`src/rtl/alu_pkg.sv`:
```
// Shared definitions for the 20-bit CPU execute stage: opcodes, SR bit indices,
// FSM states and the half-word masking helper.
package alu_pkg;
    localparam int W    = 20;
    localparam int HW   = 10;
    localparam int RA_W = 4;

    localparam int SR_Z = 0;
    localparam int SR_S = 1;
    localparam int SR_C = 2;
    localparam int SR_T = 3;

    typedef enum logic [4:0] {
        OP_TRAP = 5'h00, OP_NOP = 5'h01, OP_JMP = 5'h02, OP_JZ  = 5'h03,
        OP_JS   = 5'h04, OP_JZS = 5'h05, OP_LSR = 5'h06, OP_XSR = 5'h07,
        OP_NOT  = 5'h08, OP_AND = 5'h09, OP_OR  = 5'h0A, OP_XOR = 5'h0B,
        OP_SHR  = 5'h0C, OP_SHL = 5'h0D, OP_ROR = 5'h0E, OP_ROL = 5'h0F,
        OP_SWP  = 5'h10, OP_INC = 5'h11, OP_DEC = 5'h12, OP_ADD = 5'h13,
        OP_ADC  = 5'h14, OP_SUB = 5'h15, OP_SBC = 5'h16, OP_EQ  = 5'h17,
        OP_GT   = 5'h18, OP_LT  = 5'h19, OP_GE  = 5'h1A, OP_LE  = 5'h1B
    } op_e;

    typedef enum logic [1:0] {ST_IDLE, ST_WB, ST_WB2, ST_TRAP} state_e;

    function automatic logic [W-1:0] mask_word(input logic [W-1:0] v, input logic mode);
        return mode ? v : {{(W-HW){1'b0}}, v[HW-1:0]};
    endfunction
endpackage

```
`src/rtl/alu_datapath.sv`:
```
// Combinational ALU: result and flag candidates for one decoded op in full or half width.
module alu_datapath
    import alu_pkg::*;
(
    input  logic [4:0]   op_i,
    input  logic         mode_i,
    input  logic [W-1:0] a_i,
    input  logic [W-1:0] b_i,
    input  logic         cin_i,
    output logic [W-1:0] result_o,
    output logic         z_o,
    output logic         s_o,
    output logic         c_o,
    output logic         c_en_o,
    output logic         wb_en_o,
    output logic         illegal_o
);
    logic [W-1:0] a_m, b_m, raw, msb_mask;
    logic [W:0]   ext;
    logic         msb_a, carry_pos, cmp, rel;

    always_comb begin
        a_m       = mask_word(a_i, mode_i);
        b_m       = mask_word(b_i, mode_i);
        msb_mask  = mode_i ? {1'b1, {(W-1){1'b0}}} : {{(W-HW){1'b0}}, 1'b1, {(HW-1){1'b0}}};
        msb_a     = |(a_m & msb_mask);
        raw       = '0;
        ext       = '0;
        c_o       = 1'b0;
        c_en_o    = 1'b0;
        wb_en_o   = 1'b0;
        illegal_o = 1'b0;
        cmp       = 1'b0;
        rel       = 1'b0;
        case (op_e'(op_i))
            OP_TRAP, OP_NOP, OP_JMP, OP_JZ, OP_JS, OP_JZS, OP_LSR, OP_XSR: ;
            OP_NOT: begin raw = ~a_m;      wb_en_o = 1'b1; end
            OP_AND: begin raw = a_m & b_m; wb_en_o = 1'b1; end
            OP_OR:  begin raw = a_m | b_m; wb_en_o = 1'b1; end
            OP_XOR: begin raw = a_m ^ b_m; wb_en_o = 1'b1; end
            OP_SHR: begin raw = {a_m[W-2:0], 1'b0}; c_o = msb_a;  c_en_o = 1'b1; wb_en_o = 1'b1; end
            OP_SHL: begin raw = {1'b0, a_m[W-1:1]}; c_o = a_m[0]; c_en_o = 1'b1; wb_en_o = 1'b1; end
            OP_ROR: begin raw = {a_m[W-2:0], 1'b0} | {{(W-1){1'b0}}, msb_a}; wb_en_o = 1'b1; end
            OP_ROL: begin raw = {1'b0, a_m[W-1:1]} | (a_m[0] ? msb_mask : '0); wb_en_o = 1'b1; end
            OP_SWP: begin raw = b_m; wb_en_o = 1'b1; end
            OP_INC: begin ext = {1'b0, a_m} + {{W{1'b0}}, 1'b1}; c_en_o = 1'b1; wb_en_o = 1'b1; end
            OP_DEC: begin ext = {1'b0, a_m} - {{W{1'b0}}, 1'b1}; c_en_o = 1'b1; wb_en_o = 1'b1; end
            OP_ADD: begin ext = {1'b0, a_m} + {1'b0, b_m}; c_en_o = 1'b1; wb_en_o = 1'b1; end
            OP_ADC: begin ext = {1'b0, a_m} + {1'b0, b_m} + {{W{1'b0}}, cin_i}; c_en_o = 1'b1; wb_en_o = 1'b1; end
            OP_SUB: begin ext = {1'b0, a_m} - {1'b0, b_m}; c_en_o = 1'b1; wb_en_o = 1'b1; end
            OP_SBC: begin ext = {1'b0, a_m} - {1'b0, b_m} - {{W{1'b0}}, cin_i}; c_en_o = 1'b1; wb_en_o = 1'b1; end
            OP_EQ:  begin cmp = 1'b1; rel = (a_m == b_m); end
            OP_GT:  begin cmp = 1'b1; rel = (a_m >  b_m); end
            OP_LT:  begin cmp = 1'b1; rel = (a_m <  b_m); end
            OP_GE:  begin cmp = 1'b1; rel = (a_m >= b_m); end
            OP_LE:  begin cmp = 1'b1; rel = (a_m <= b_m); end
            default: illegal_o = 1'b1;
        endcase
        // Arithmetic ops leave their sum in ext; the wrap bit above the active msb is carry/borrow.
        carry_pos = mode_i ? ext[W] : ext[HW];
        if (op_i >= 5'(OP_INC) && op_i <= 5'(OP_SBC)) begin
            raw = ext[W-1:0];
            c_o = carry_pos;
        end
        result_o = mask_word(raw, mode_i);
        z_o      = cmp ? (a_m == b_m) : (result_o == '0);
        s_o      = cmp ? rel : |(result_o & msb_mask);
    end
endmodule

```
`src/rtl/alu_exec_stage.sv`:
```
// Execute stage: one op in flight, registered writeback (two writes for SWP),
// status register ownership, program-flow resolution and trap halt.
module alu_exec_stage
    import alu_pkg::*;
(
    input  logic            clk,
    input  logic            rst_n,
    input  logic            in_valid,
    output logic            in_ready,
    input  logic [4:0]      in_op,
    input  logic            in_mode,
    input  logic [RA_W-1:0] in_rd,
    input  logic [RA_W-1:0] in_rs,
    input  logic [W-1:0]    in_a,
    input  logic [W-1:0]    in_b,
    input  logic [W-1:0]    in_imm,
    output logic            wb_valid,
    input  logic            wb_ready,
    output logic [RA_W-1:0] wb_rd,
    output logic [W-1:0]    wb_data,
    output logic            pc_load,
    output logic [W-1:0]    pc_target,
    output logic [3:0]      sr,
    output logic            trap,
    input  logic            trap_ack
);
    state_e          state_q, state_d;
    logic [3:0]      sr_q, sr_d;
    logic            wb_valid_q, wb_valid_d, pc_load_q, pc_load_d, swp_pend_q, swp_pend_d;
    logic [RA_W-1:0] wb_rd_q, wb_rd_d, swp_rd_q, swp_rd_d;
    logic [W-1:0]    wb_data_q, wb_data_d, pc_target_q, pc_target_d, swp_data_q, swp_data_d;
    logic [W-1:0]    result;
    logic            z, s, c, c_en, wb_en, illegal, take;

    alu_datapath u_datapath (
        .op_i(in_op), .mode_i(in_mode), .a_i(in_a), .b_i(in_b), .cin_i(sr_q[SR_C]),
        .result_o(result), .z_o(z), .s_o(s), .c_o(c), .c_en_o(c_en),
        .wb_en_o(wb_en), .illegal_o(illegal)
    );

    always_comb begin
        state_d     = state_q;
        sr_d        = sr_q;
        wb_valid_d  = wb_valid_q;
        wb_rd_d     = wb_rd_q;
        wb_data_d   = wb_data_q;
        pc_load_d   = 1'b0;
        pc_target_d = pc_target_q;
        swp_pend_d  = swp_pend_q;
        swp_rd_d    = swp_rd_q;
        swp_data_d  = swp_data_q;
        take        = 1'b0;
        case (state_q)
            ST_IDLE: if (in_valid) begin
                if (in_op == 5'(OP_TRAP) || illegal) begin
                    state_d      = ST_TRAP;
                    sr_d[SR_T]   = 1'b1;
                end else begin
                    if (in_op >= 5'(OP_NOT)) begin
                        sr_d[SR_Z] = z;
                        sr_d[SR_S] = s;
                        if (c_en) sr_d[SR_C] = c;
                    end
                    if (wb_en) begin
                        state_d    = ST_WB;
                        wb_valid_d = 1'b1;
                        wb_rd_d    = in_rd;
                        wb_data_d  = result;
                        swp_pend_d = (in_op == 5'(OP_SWP));
                        swp_rd_d   = in_rs;
                        swp_data_d = mask_word(in_a, in_mode);
                    end
                    // Jump conditions look at sr as it was before this op.
                    case (op_e'(in_op))
                        OP_JMP:  take = 1'b1;
                        OP_JZ:   take = sr_q[SR_Z];
                        OP_JS:   take = sr_q[SR_S];
                        OP_JZS:  take = sr_q[SR_Z] | sr_q[SR_S];
                        OP_LSR:  sr_d[2:0] = in_imm[2:0];
                        OP_XSR:  sr_d[2:0] = sr_q[2:0] ^ in_imm[2:0];
                        default: ;
                    endcase
                    if (take) begin
                        pc_load_d   = 1'b1;
                        pc_target_d = in_imm;
                    end
                end
            end
            ST_WB: if (wb_ready) begin
                if (swp_pend_q) begin
                    state_d    = ST_WB2;
                    wb_rd_d    = swp_rd_q;
                    wb_data_d  = swp_data_q;
                    swp_pend_d = 1'b0;
                end else begin
                    state_d    = ST_IDLE;
                    wb_valid_d = 1'b0;
                end
            end
            ST_WB2: if (wb_ready) begin
                state_d    = ST_IDLE;
                wb_valid_d = 1'b0;
            end
            ST_TRAP: if (trap_ack) begin
                state_d    = ST_IDLE;
                sr_d[SR_T] = 1'b0;
            end
            default: state_d = ST_IDLE;
        endcase
    end

    always_ff @(posedge clk or negedge rst_n) begin
        if (!rst_n) begin
            state_q     <= ST_IDLE;
            sr_q        <= '0;
            wb_valid_q  <= 1'b0;
            wb_rd_q     <= '0;
            wb_data_q   <= '0;
            pc_load_q   <= 1'b0;
            pc_target_q <= '0;
            swp_pend_q  <= 1'b0;
            swp_rd_q    <= '0;
            swp_data_q  <= '0;
        end else begin
            state_q     <= state_d;
            sr_q        <= sr_d;
            wb_valid_q  <= wb_valid_d;
            wb_rd_q     <= wb_rd_d;
            wb_data_q   <= wb_data_d;
            pc_load_q   <= pc_load_d;
            pc_target_q <= pc_target_d;
            swp_pend_q  <= swp_pend_d;
            swp_rd_q    <= swp_rd_d;
            swp_data_q  <= swp_data_d;
        end
    end

    assign in_ready  = (state_q == ST_IDLE);
    assign trap      = (state_q == ST_TRAP);
    assign sr        = sr_q;
    assign wb_valid  = wb_valid_q;
    assign wb_rd     = wb_rd_q;
    assign wb_data   = wb_data_q;
    assign pc_load   = pc_load_q;
    assign pc_target = pc_target_q;
endmodule
```
`config.mk`:
```
export PLATFORM = sky130hd
export DESIGN_NAME = alu_exec_stage
export DESIGN_NICKNAME = d
export VERILOG_FILES = /design/src/rtl/alu_pkg.sv /design/src/rtl/alu_datapath.sv /design/src/rtl/alu_exec_stage.sv
export SDC_FILE = /design/constraint.sdc
export NUM_CORES = 1
export LEC_CHECK = 0
export CAP_MARGIN = 20
export CORE_ASPECT_RATIO = 1.5
export CORE_UTILIZATION = 60
export DETAILED_ROUTE_END_ITERATION = 8
export HOLD_SLACK_MARGIN = 0.12
export MAX_ROUTING_LAYER = met4
export PLACE_DENSITY = 0.82
export SYNTH_ARGS = -nofsm -noshare
export SYNTH_HDL_FRONTEND = slang
export SYNTH_SLANG_ARGS = --single-unit
```
`constraint.sdc`:
```
create_clock -name clk -period 5.45 [get_ports clk]
set_input_delay 1.3625 -clock clk [delete_from_list [all_inputs] [get_ports clk]]
set_output_delay 1.3625 -clock clk [all_outputs]
set_load 0.03 [all_outputs]
```
==> results.env, run 1 <==
CTS.SINK_COUNT=77
YS_ASYNC_SR_FRACTION_PCT=100.0
SYNTHESIS.YOSYS.WARNINGS=0
CLOCK-ROOT-BUFFER='sky130_fd_sc_hd__clkbuf_16'
SYNTH-MAIN-FF-CELL='sky130_fd_sc_hd__dfrtp_1'
SYNTH-SEQ-CELLS=77
GRT_PASS1_VIAS=13150
SYNTH.YOSYS.SEQ_AREA_SHARE_PCT=18.63
SYNTHADDERAREAFRAC_PCT=11.71
ANTENNA_FOUND_INITIAL=0
CLOCK_TREE.HTREE_LEVEL_COUNT=3
STATUS='did not finish'
POST_SYNTH_AND_OR_NAND_NOR_AREA_FRACTION_PCT=25.41
POST_SYNTH_XOR_AREA_FRACTION_PCT=4.996
TRITONCTS.NUM_BUFFERS=9
WIRE_LENGTH_OF_THE_FIRST_GLOBAL_ROUTING_PASS_MM=68.70
ERROR_MESSAGE='[ERROR DRT-0255] Maze Route cannot find path of net clk in worker of routeBox ( 96600 0 ) ( 109205 48300 ).'
CTS.HOLD.BUFFERS_ADDED=0
SYNTHMUXAREASHARE_PCT=3.617
SYNTH_NETS=1592
PLACEDCELLCOUNT=1949
SYN_AVG_CELL_AREA_UM2=7.295
NUMBER_OF_UNIQUE_STANDARD_CELL_TYPES_USED_BY_SYNTHESIS=89
DIE_HEIGHT_UM=162.8
REPAIR-TIMING-GRT-WORST-EP='sr[0]$_DFFE_PN0P_/D'
DIE_WIDTH_UM=109.2
PRE_CTS_SLACK_NS=-0.2568
GPL.FINAL_WEIGHTED_CONGESTION=1.096
TOP_LEVEL_PORTS=131
OUTCOME.STOP_STAGE='detailed routing (5_2_route)'
PIN_COUNT_OF_THE_BIGGEST_NET_ENTERING_GLOBAL_ROUTING=78
GRT.OVERFLOW.TOTAL=0
CTS_BUFFER_DEPTH=2
POST_SYNTH_EDFFS=0
SYN-INSTANCE-COUNT=1418
DPL_CELL_AREA_UM2=13650
WORST_ENDPOINT_KIND='register data pin'
BUFFER_PORTS.INSERTED=130
HPWL_MM=33.65
INITIAL_UTILIZATION_PCT=61.44
GLOBAL_ROUTING_USAGE_SUMMED_ACROSS_ALL_ROUTING_LAYERS_PCT=52.20
LARGEST_FAMILY_OF_LOGIC_CELLS_BY_SYNTHESIZED_AREA='compound AO/OA/AOI/OAI gates'
NETLIST_AREA_UM2=10340
ROWS=58
SYNTH_COMPOUND_GATE_AREA_SHARE_PCT=29.54
[synthesized netlist by cell type, types with 10 or more instances]
| master | count | area [µm²] |
|---|---|---|
| sky130_fd_sc_hd__nand2_1 | 213 | 799.5 |
| sky130_fd_sc_hd__o21ai_0 | 95 | 475.5 |
| sky130_fd_sc_hd__ha_1 | 92 | 1151 |
| sky130_fd_sc_hd__nor2_1 | 86 | 322.8 |
| sky130_fd_sc_hd__inv_1 | 83 | 311.6 |
| sky130_fd_sc_hd__a21oi_1 | 82 | 410.4 |
| sky130_fd_sc_hd__dfrtp_1 | 77 | 1927 |
| sky130_fd_sc_hd__clkbuf_1 | 67 | 251.5 |
| sky130_fd_sc_hd__nor3_1 | 52 | 260.3 |
| sky130_fd_sc_hd__nand3_1 | 49 | 245.2 |
| sky130_fd_sc_hd__xnor2_1 | 42 | 367.9 |
| sky130_fd_sc_hd__o211ai_1 | 28 | 210.2 |
| sky130_fd_sc_hd__a211oi_1 | 25 | 187.7 |
| sky130_fd_sc_hd__mux2i_1 | 25 | 250.2 |
| sky130_fd_sc_hd__a221oi_1 | 21 | 183.9 |
| sky130_fd_sc_hd__a31oi_1 | 19 | 118.9 |
| sky130_fd_sc_hd__nor4_1 | 18 | 112.6 |
| sky130_fd_sc_hd__o22ai_1 | 17 | 106.4 |
| sky130_fd_sc_hd__xor2_1 | 17 | 148.9 |
| sky130_fd_sc_hd__a21o_1 | 16 | 120.1 |
| sky130_fd_sc_hd__a22oi_1 | 15 | 112.6 |
| sky130_fd_sc_hd__nor2b_1 | 15 | 93.84 |
| sky130_fd_sc_hd__o21a_1 | 14 | 105.1 |
| sky130_fd_sc_hd__and2_1 | 12 | 75.07 |
| sky130_fd_sc_hd__nand2b_1 | 12 | 75.07 |
| sky130_fd_sc_hd__mux2_2 | 11 | 123.9 |
| sky130_fd_sc_hd__and3_1 | 10 | 62.56 |
| sky130_fd_sc_hd__o2111ai_1 | 10 | 87.58 |
[metrics by stage]
| step | hold slack, ns | TNS, ns |
|---|---|---|
| floorplan | 0.4424 | -0.04260 |
| global placement | 0.4509 | -0.6345 |
| detailed placement | 0.4616 | -0.9410 |
| CTS | 0.4835 | 0 |
| global route | 0.5009 | -0.2647 |
[what timing repair did]
action,in CTS,in global routing
endpoints found under the setup margin,0,10
resized for setup,0,36
setup buffers,0,2
hold endpoints to repair,0,0
[cells by family after synthesis]
kind of cell	count (synthesis)
simple gates	540
mux	36
xor+xnor	59
compound gates	448
flops	77
buf+inv	163
fa+ha+maj	95
[routing by layer]
metal  GRT usage, %
met4          44.85
met3          14.45
met1          54.33
met5              -
met2          80.19
==> run 2: changes to the inputs <==
--- a/config.mk
+++ b/config.mk
@@ -6,12 +6,9 @@
 export NUM_CORES = 1
 export LEC_CHECK = 0
 export CAP_MARGIN = 20
-export CORE_ASPECT_RATIO = 1.5
-export CORE_UTILIZATION = 60
+export CORE_UTILIZATION = 40
 export DETAILED_ROUTE_END_ITERATION = 8
-export HOLD_SLACK_MARGIN = 0.12
-export MAX_ROUTING_LAYER = met4
-export PLACE_DENSITY = 0.82
+export PLACE_DENSITY_LB_ADDON = 0.15
 export SYNTH_ARGS = -nofsm -noshare
 export SYNTH_HDL_FRONTEND = slang
 export SYNTH_SLANG_ARGS = --single-unit
==> run 2 against run 1 <==
The flow now finishes without violations. Global-route usage down 19 points. Synthesized cell count stayed put. Synthesized area unchanged.
==> results.env, run 2 <==
STATUS='completed'  # was did not finish
PERIOD_MINUS_SLACK_NS=5.289
DETAIL_ROUTE.DRC_VIOLATIONS=0
ACHIEVABLE-FREQUENCY_MHz=189.1
SYNTHDOMINANTCELLAREASHARE_PCT=18.63  # unchanged
DRIVE_GT1_SHARE_PCT=21.32
TIMING_WORST_SETUP_PATH_TYPE='in -> reg'
DR_TOTAL_VIAS=12410
FINALHOLDVIOLCOUNT=0
SYNTH_COMMON_CELLS='213 x sky130_fd_sc_hd__nand2_1, 95 x sky130_fd_sc_hd__o21ai_0, 92 x sky130_fd_sc_hd__ha_1'  # unchanged
GLOBAL_ROUTING_USAGE_SUMMED_ACROSS_ALL_ROUTING_LAYERS_PCT=32.81  # was 52.20%
BUFFER_PORTS.INSERTED=130  # unchanged
DIE_WIDTH_UM=162.8  # was 109.2 µm
PLACEABLECOREAREA_UM2=25250
CTS_BUFFER_DEPTH=2  # unchanged
CLOCK-ROOT-BUFFER='sky130_fd_sc_hd__clkbuf_16'  # unchanged
CTS_TREE='yes'
CRIT_PATH_START_KIND='input pin'
FLOW.AREA_GROWTH_FROM_SYNTHESIS_PCT=39.81
CP_SLOWEST_CELL='sky130_fd_sc_hd__or3b_2'
WORSTMARGINPINSLEW_NS=0.9420
GRT.OVERFLOW.TOTAL=0  # unchanged
WIRE_LENGTH_OF_THE_FIRST_GLOBAL_ROUTING_PASS_MM=67.14  # was 68.70 mm
FINCLKSKEW_NS=0.005077
MOST_FREQUENT_CELLS_IN_THE_LAYOUT='292 x sky130_fd_sc_hd__buf_4, 212 x sky130_fd_sc_hd__nand2_1, 126 x sky130_fd_sc_hd__clkdlybuf4s50_1'
SYNTH_TOP_AREA_CELL='sky130_fd_sc_hd__dfrtp_1'  # unchanged
TIMING.CRITICAL_PATH.MAX_DELAY_FAMILY='compound AO/OA/AOI/OAI gates'
TOP_LEVEL_PORTS=131  # unchanged
SYNTH-MAIN-FF-CELL='sky130_fd_sc_hd__dfrtp_1'  # unchanged
CRIT_ARRIVAL_NS=5.53
POWER_PER_CELL_AREA_nW_PER_UM2=272.0
INITIAL_UTILIZATION_PCT=40.96  # was 61.44%
PIN_COUNT_OF_THE_BIGGEST_NET_ENTERING_GLOBAL_ROUTING=78  # unchanged
NUMBER_OF_UNIQUE_STANDARD_CELL_TYPES_USED_BY_SYNTHESIS=89  # unchanged
SYNTH_MOST_COMMON_CELL='sky130_fd_sc_hd__nand2_1'  # unchanged
YS_ASYNC_SR_FRACTION_PCT=100.0  # unchanged
HPWL_MM=35.88  # was 33.65 mm
CRITICAL_PATH_BUF_INV_COUNT=4
CLOCK_TREE.HTREE_LEVEL_COUNT=3  # unchanged
FINAL_WL_MM=43.57
DIE_HEIGHT_UM=162.8  # about the same
CTS.SINK_COUNT=77  # unchanged
CRITICAL-PATH-MAX-STAGE-DELAY_NS=0.49
CLKLATENCYLATEPIN_NS=0.33
REMAINING_MAX_SLEW_BUDGET_AT_THE_TIGHTEST_PIN_PCT=37.20
ROUTE.DETAILED.VIAS_PER_INST=5.886
DRT_FIRST_PASS_ITERS=6
REPORT.FINAL.SLEW_VIOL_COUNT=0
SYNTH_NETS=1592  # unchanged
MAXCAPVIOLCOUNT=0
HOLD_PATH.CLASS='reg -> reg'
SYN_AVG_CELL_AREA_UM2=7.295  # unchanged
POST_SYNTH_EDFFS=0  # unchanged
SYNTHESIS.YOSYS.WARNINGS=0  # unchanged
TIMING.FINAL.WS_SETUP_NS=0.1612
GPL.FINAL_WEIGHTED_CONGESTION=0.9730  # was 1.096
CRITICAL_PATH.ENDPOINT_TYPE='register'
SETUP_VIOL_COUNT_FINAL=0
ROUTE.DETAILED.WL_PER_INST_UM=20.67
FINALPOWER_mW=3.933
YOSYS-TOP-CELLS-AREA='sky130_fd_sc_hd__dfrtp_1 19%, sky130_fd_sc_hd__ha_1 11%, sky130_fd_sc_hd__nand2_1 7.7%, sky130_fd_sc_hd__o21ai_0 4.6%, sky130_fd_sc_hd__a21oi_1 4.0%'  # unchanged
NNETSFINAL=1947
DIEAREA_UM2=26510
VDD_IR_MAX_uV=299.2
SYN-INSTANCE-COUNT=1418  # unchanged
SYNTH.YOSYS.SEQ_AREA_SHARE_PCT=18.63  # unchanged
PRE_CTS_SLACK_NS=-0.3107  # was -0.2568 ns
WORST-PATH-MAX-FANOUT=7
FINAL_COMMON_CELL='sky130_fd_sc_hd__buf_4'
SYNTH-SEQ-CELLS=77  # unchanged
MIN_PERIOD_OVER_PERIOD_PCT=97.04
ANTENNA_FOUND_INITIAL=1  # was 0
CRITICAL_PATH_REQUIRED_NS=5.69
TOTAL_NEGATIVE_SETUP_SLACK_NS=0
ANT_CELLS=0
TRITONCTS.NUM_BUFFERS=9  # unchanged
FIRST_ITER_VIOLATIONS=1173
PATH_CELLS='clkdlybuf4s50_1, or3b_2, nor2_4, buf_4, ha_1, buf_4, and2_1, and3_1, a211oi_2, buf_4, o21ai_0, a211o_1, a31oi_1, o211ai_1, o311ai_2, nand4b_1, o32ai_2'
CLK_TRANSITION_REPORTED_PATHS_NS=0.06
CRIT_TOP_CELL='sky130_fd_sc_hd__buf_4'
GRT_PASS1_VIAS=11690  # was 13150
POWER_LEAKAGE_nW=6.539
FINALHOLDWORSTSLACK_NS=0.4692
ROWS=58  # unchanged
NETLIST_AREA_UM2=10340  # unchanged
ROUTE.ANTENNA.REMAINING_NETS=0
[run 2: worst paths after layout]
kind	from	to	slack, ns	cells past startpoint
worst max-delay path	in_op[4]	sr[0]	0.16	17
worst min-delay path	pc_target[17]	pc_target[17]	0.47	2
worst max register to register	sr[2]	sr[0]	1.85	14
worst min register to register	pc_target[17]	pc_target[17]	0.47	2
max in group asynchronous	rst_n	wb_data[15]	3.66	1
min in group asynchronous	rst_n	wb_rd[1]	1.18	1
[run 2: through the flow]
stage	cell area, µm²	util [%]	cells
finish	14460	57.26	2108
global route	14460	57.26	2108
CTS	14260	56.48	2106
detailed placement	13950	55.24	2090
global placement	13950	55.24	2090
floorplan	10350	-	1418
[run 2: cell families (layout without fill, tap and decap cells)]
group,Yosys count,in the layout,synth area share [%]
AND/OR/NAND/NOR,540,540,25.41
buffers and inverters,163,523,6.096
flip-flops,77,77,18.63
multiplexers,36,36,3.617
adder cells (fa/ha/maj),95,95,11.71
XOR/XNOR,59,59,4.996
AO/OA/AOI/OAI,448,448,29.54
[run 2: layout make-up]
class	count	area (µm²)
multi-input combinational	1178	7970
clock buffer	13	270.3
sequential	77	1927
fill	2453	10790
timing repair buffer	423	3523
inverter	84	315.3
tap	330	412.9
clock inverter	3	42.54
[run 2: worst min-delay path: stages, from the launching register on]
cell and delay, ns:
sky130_fd_sc_hd__dfrtp_1 0.33, sky130_fd_sc_hd__nand2_1 0.05, sky130_fd_sc_hd__nand2_1 0.06
[run 2: what timing repair did]
item                                    4_1_cts  5_1_grt
endpoints found under the setup margin        0        7
resized for setup                             0       48
setup buffers                                 0        2
hold buffers                                  0        0
[run 2: layer usage]
metal  GRT usage (%)  vias to the layer above  part of all wire, %
li1                -                     5943                    -
met1           45.19                     5803                   45
met2           51.20                      572                   43
met3           4.915                       89                  8.3
met4           12.87                        0                  3.5
met5               0                        -                    0
[run 2: power breakdown]
| group | total (mW) | switching (mW) | internal (mW) |
|---|---|---|---|
| Clock | 0.612 | 0.221 | 0.391 |
| Sequential | 0.943 | 0.132 | 0.811 |
| Combinational | 2.38 | 1.36 | 1.02 |
Power figures use the tool's default switching activity.
==> RTL edit, RTL diff (config.mk and constraints of run 2) <==
`wb_data_q` no longer has a reset.
--- a/src/rtl/alu_exec_stage.sv
+++ b/src/rtl/alu_exec_stage.sv
@@ -115,7 +115,6 @@
             sr_q        <= '0;
             wb_valid_q  <= 1'b0;
             wb_rd_q     <= '0;
-            wb_data_q   <= '0;
             pc_load_q   <= 1'b0;
             pc_target_q <= '0;
             swp_pend_q  <= 1'b0;
@@ -126,13 +125,16 @@
             sr_q        <= sr_d;
             wb_valid_q  <= wb_valid_d;
             wb_rd_q     <= wb_rd_d;
-            wb_data_q   <= wb_data_d;
             pc_load_q   <= pc_load_d;
             pc_target_q <= pc_target_d;
             swp_pend_q  <= swp_pend_d;
             swp_rd_q    <= swp_rd_d;
             swp_data_q  <= swp_data_d;
         end
+    end
+
+    always_ff @(posedge clk) begin
+        wb_data_q <= wb_data_d;
     end
 
     assign in_ready  = (state_q == ST_IDLE);
Behaviour: not the same (Yosys sat finds a counterexample within 4 cycles, from zero or initial values and one cycle with rst_n low).
==> RTL edit against run 2 <==
  * Final area grew 1.7%
  * Combinational power down 5%
  * Register-to-register slack better by 180 ps
  * Sequential cell count unchanged
  * Routed wire length rose by 8.6%
  * Synthesized area fell by 0.65%
  * Worst setup slack got worse by 32 ps
  * Total power fell by 2.3%
  * Synthesized cell count fell by 2.3%
==> RTL edit: results (changes against run 2) <==
| Metric | Value |
|---|---|
| Status | `finished clean` |
| Top post-synthesis cells by count | `nand2_1 (205), nor2_1 (94), ha_1 (92), a21oi_1 (90), o21ai_0 (87)` |
| Placed cells | `2108 (+0.86%)` |
| Hpwl dp | `38900 um (+8.4%)` |
| Drt initial violations | `1234 (+5.2%)` |
| TritonCTS Buffers | `9 (unchanged)` |
| Via density | `5.93 (+0.77%)` |
| Seq/Total Area, Yosys | `19.7% (+1.1 points)` |
| Largest net degree at the start of global routing | `58 (-26%)` |
| Distinct cells, synth | `88 (-1.1%)` |
| Synth Warn # | `0 (unchanged)` |
| Synth Flop Type | `dfrtp_1` |
| Fin area | `14700 sq um (+1.7%)` |
| Hold WC Path Type | `reg -> reg` |
| Fraction of layout cells with a size suffix above 1 | `23.5% (+2.2 points)` |
| Clk slew on worst S/H paths | `60 ps (about the same)` |
| CTS H-tree lvls | `3 (unchanged)` |
| GRT Overall Usage | `35.8% (+3.0 points)` |
| Max-slew headroom | `8.97% (-28 points)` |
| Initial antenna violation count | `1 (unchanged)` |
| Maximum root-to-sink buffer count | `2 (unchanged)` |
| Area post-placement | `14200 sq um (+2.0%)` |
| FILL cells | `2387 (-2.7%)` |
| GPL Wtd Cong | `1.05 (+7.7%)` |
| Data arrival, critical path | `5400 ps (-130 ps)` |
| Skew final | `6.90 ps (+1.82 ps)` |
| Input/output buffers | `130 (unchanged)` |
| Post-synth EDFFs | `20 (+20)` |
| Pre-antenna DRT Iters | `5 (-1)` |
| Crit-path max FO | `9 (+2)` |
| Post-detailed-route wirelength per cell | `22.2 um (+7.6%)` |
| Root Buffer | `clkbuf_16` |
| Peak VDD IR | `0.000315 V (+5.2%)` |
| Vias in the first global route | `12100 (+3.5%)` |
| Clk Latency, worst-skew pair | `330 ps (about the same)` |
| Async SR Flop Fraction | `74.0% (-26 points)` |
| Lkg Pwr | `6.69 nW (+2.3%)` |
| Syn_nets | `1560 (-2.0%)` |
| Nets | `1966 (+0.98%)` |
| Vias post-DR | `12600 (+1.7%)` |
| Global-route wire length before repair | `71500 um (+6.5%)` |
| Cell count after synthesis | `1386 (-2.3%)` |
| Area contributors post-synth | `dfrtp_1 (14%), ha_1 (11%), nand2_1 (7.5%)` |
## RTL edit: cell count changes in the layout (fill, tap and decap cells not counted), sizes merged, moves of 11 or more
cell,run 2,this run
a31oi,19,8
edfxtp,0,20
buf,295,341
inv,83,67
dfrtp,77,57
nand4,8,20
o211ai,28,13
a211oi,26,14
## RTL edit: logic make-up after synthesis
| family | Yosys count | share of synthesized area, % |
|---|---|---|
| fa+ha+maj | 95 | 11.8 |
| simple gates | 552 | 26.1 |
| flops | 77 | 19.7 |
| compound gates | 431 | 28.9 |
| buf+inv | 142 | 5.35 |
| xor+xnor | 56 | 4.77 |
| mux | 33 | 3.40 |
## RTL edit: metrics by stage
step	setup WS, ps	hold WS [ps]
global placement	-565	455
detailed placement	-462	462
CTS	28.2	476
finish	129	471
global route	-12.1	491
floorplan	16.0	446
## RTL edit: cell type report
type / instances / area share, %
sequential: 77 / 13.8
antenna: 1 / 0.0170
clock inverter: 7 / 0.442
tap: 330 / 2.81
clock buffer: 9 / 1.53
inverter: 68 / 1.74
timing repair buffer: 469 / 26.2
multi-input combinational: 1167 / 53.5
## RTL edit: where the power goes
group          internal (mW)  switching [mW]
registers              0.872           0.116
logic                  0.974            1.30
clock network          0.352           0.227
total                   2.20            1.64
## RTL edit: layer usage
layer  routed length [um]  global-route usage [%]  vias to the layer above
met1                20900                    49.0                     5898
met2                20100                    54.6                      628
met5                    0                       0                        -
met3                 4250                    6.28                      130
met4                 2100                    16.1                        0
li1                     -                       -                     5965
## RTL edit: worst max-delay path, cell delays in order
cell             delay (ps)
clkdlybuf4s50_1         450
buf_4                   170
buf_4                   170
nand2_1                 150
buf_4                   200
inv_1                   130
ha_1                    190
a21oi_1                 140
o31ai_1                 540
buf_4                   220
nor3_1                   50
nand4bb_1               290
nor4_4                  370
buf_4                   170
xnor2_1                 100
o221ai_1                110
o211a_1                 280
mux2_2                  280
## RTL edit: final timing paths
| kind | to | depth (start not counted) | slack [ps] | start |
|---|---|---|---|---|
| worst max-delay path | wb_data[18]$_DFFE_PP_ | 18 | 130 | in_mode |
| worst min-delay path | pc_target[7]$_DFFE_PN0P_ | 2 | 470 | pc_target[7]$_DFFE_PN0P_ |
| max in group asynchronous | swp_data_q[11]$_DFFE_PN0P_ | 2 | 3770 | rst_n |
| worst max register to register | sr[0]$_DFFE_PN0P_ | 13 | 2030 | sr[2]$_DFFE_PN0P_ |
| min in group asynchronous | state_q[1]$_DFFE_PN0P_ | 2 | 1170 | rst_n |
| worst min register to register | pc_target[7]$_DFFE_PN0P_ | 2 | 470 | pc_target[7]$_DFFE_PN0P_ |
## RTL edit: repair_timing
action,4_1_cts,5_1_grt
cloned,0,0
pin swaps,0,7
endpoints found under the setup margin,3,5
hold endpoints to repair,0,0
setup buffers,0,3
gates resized for setup,7,25
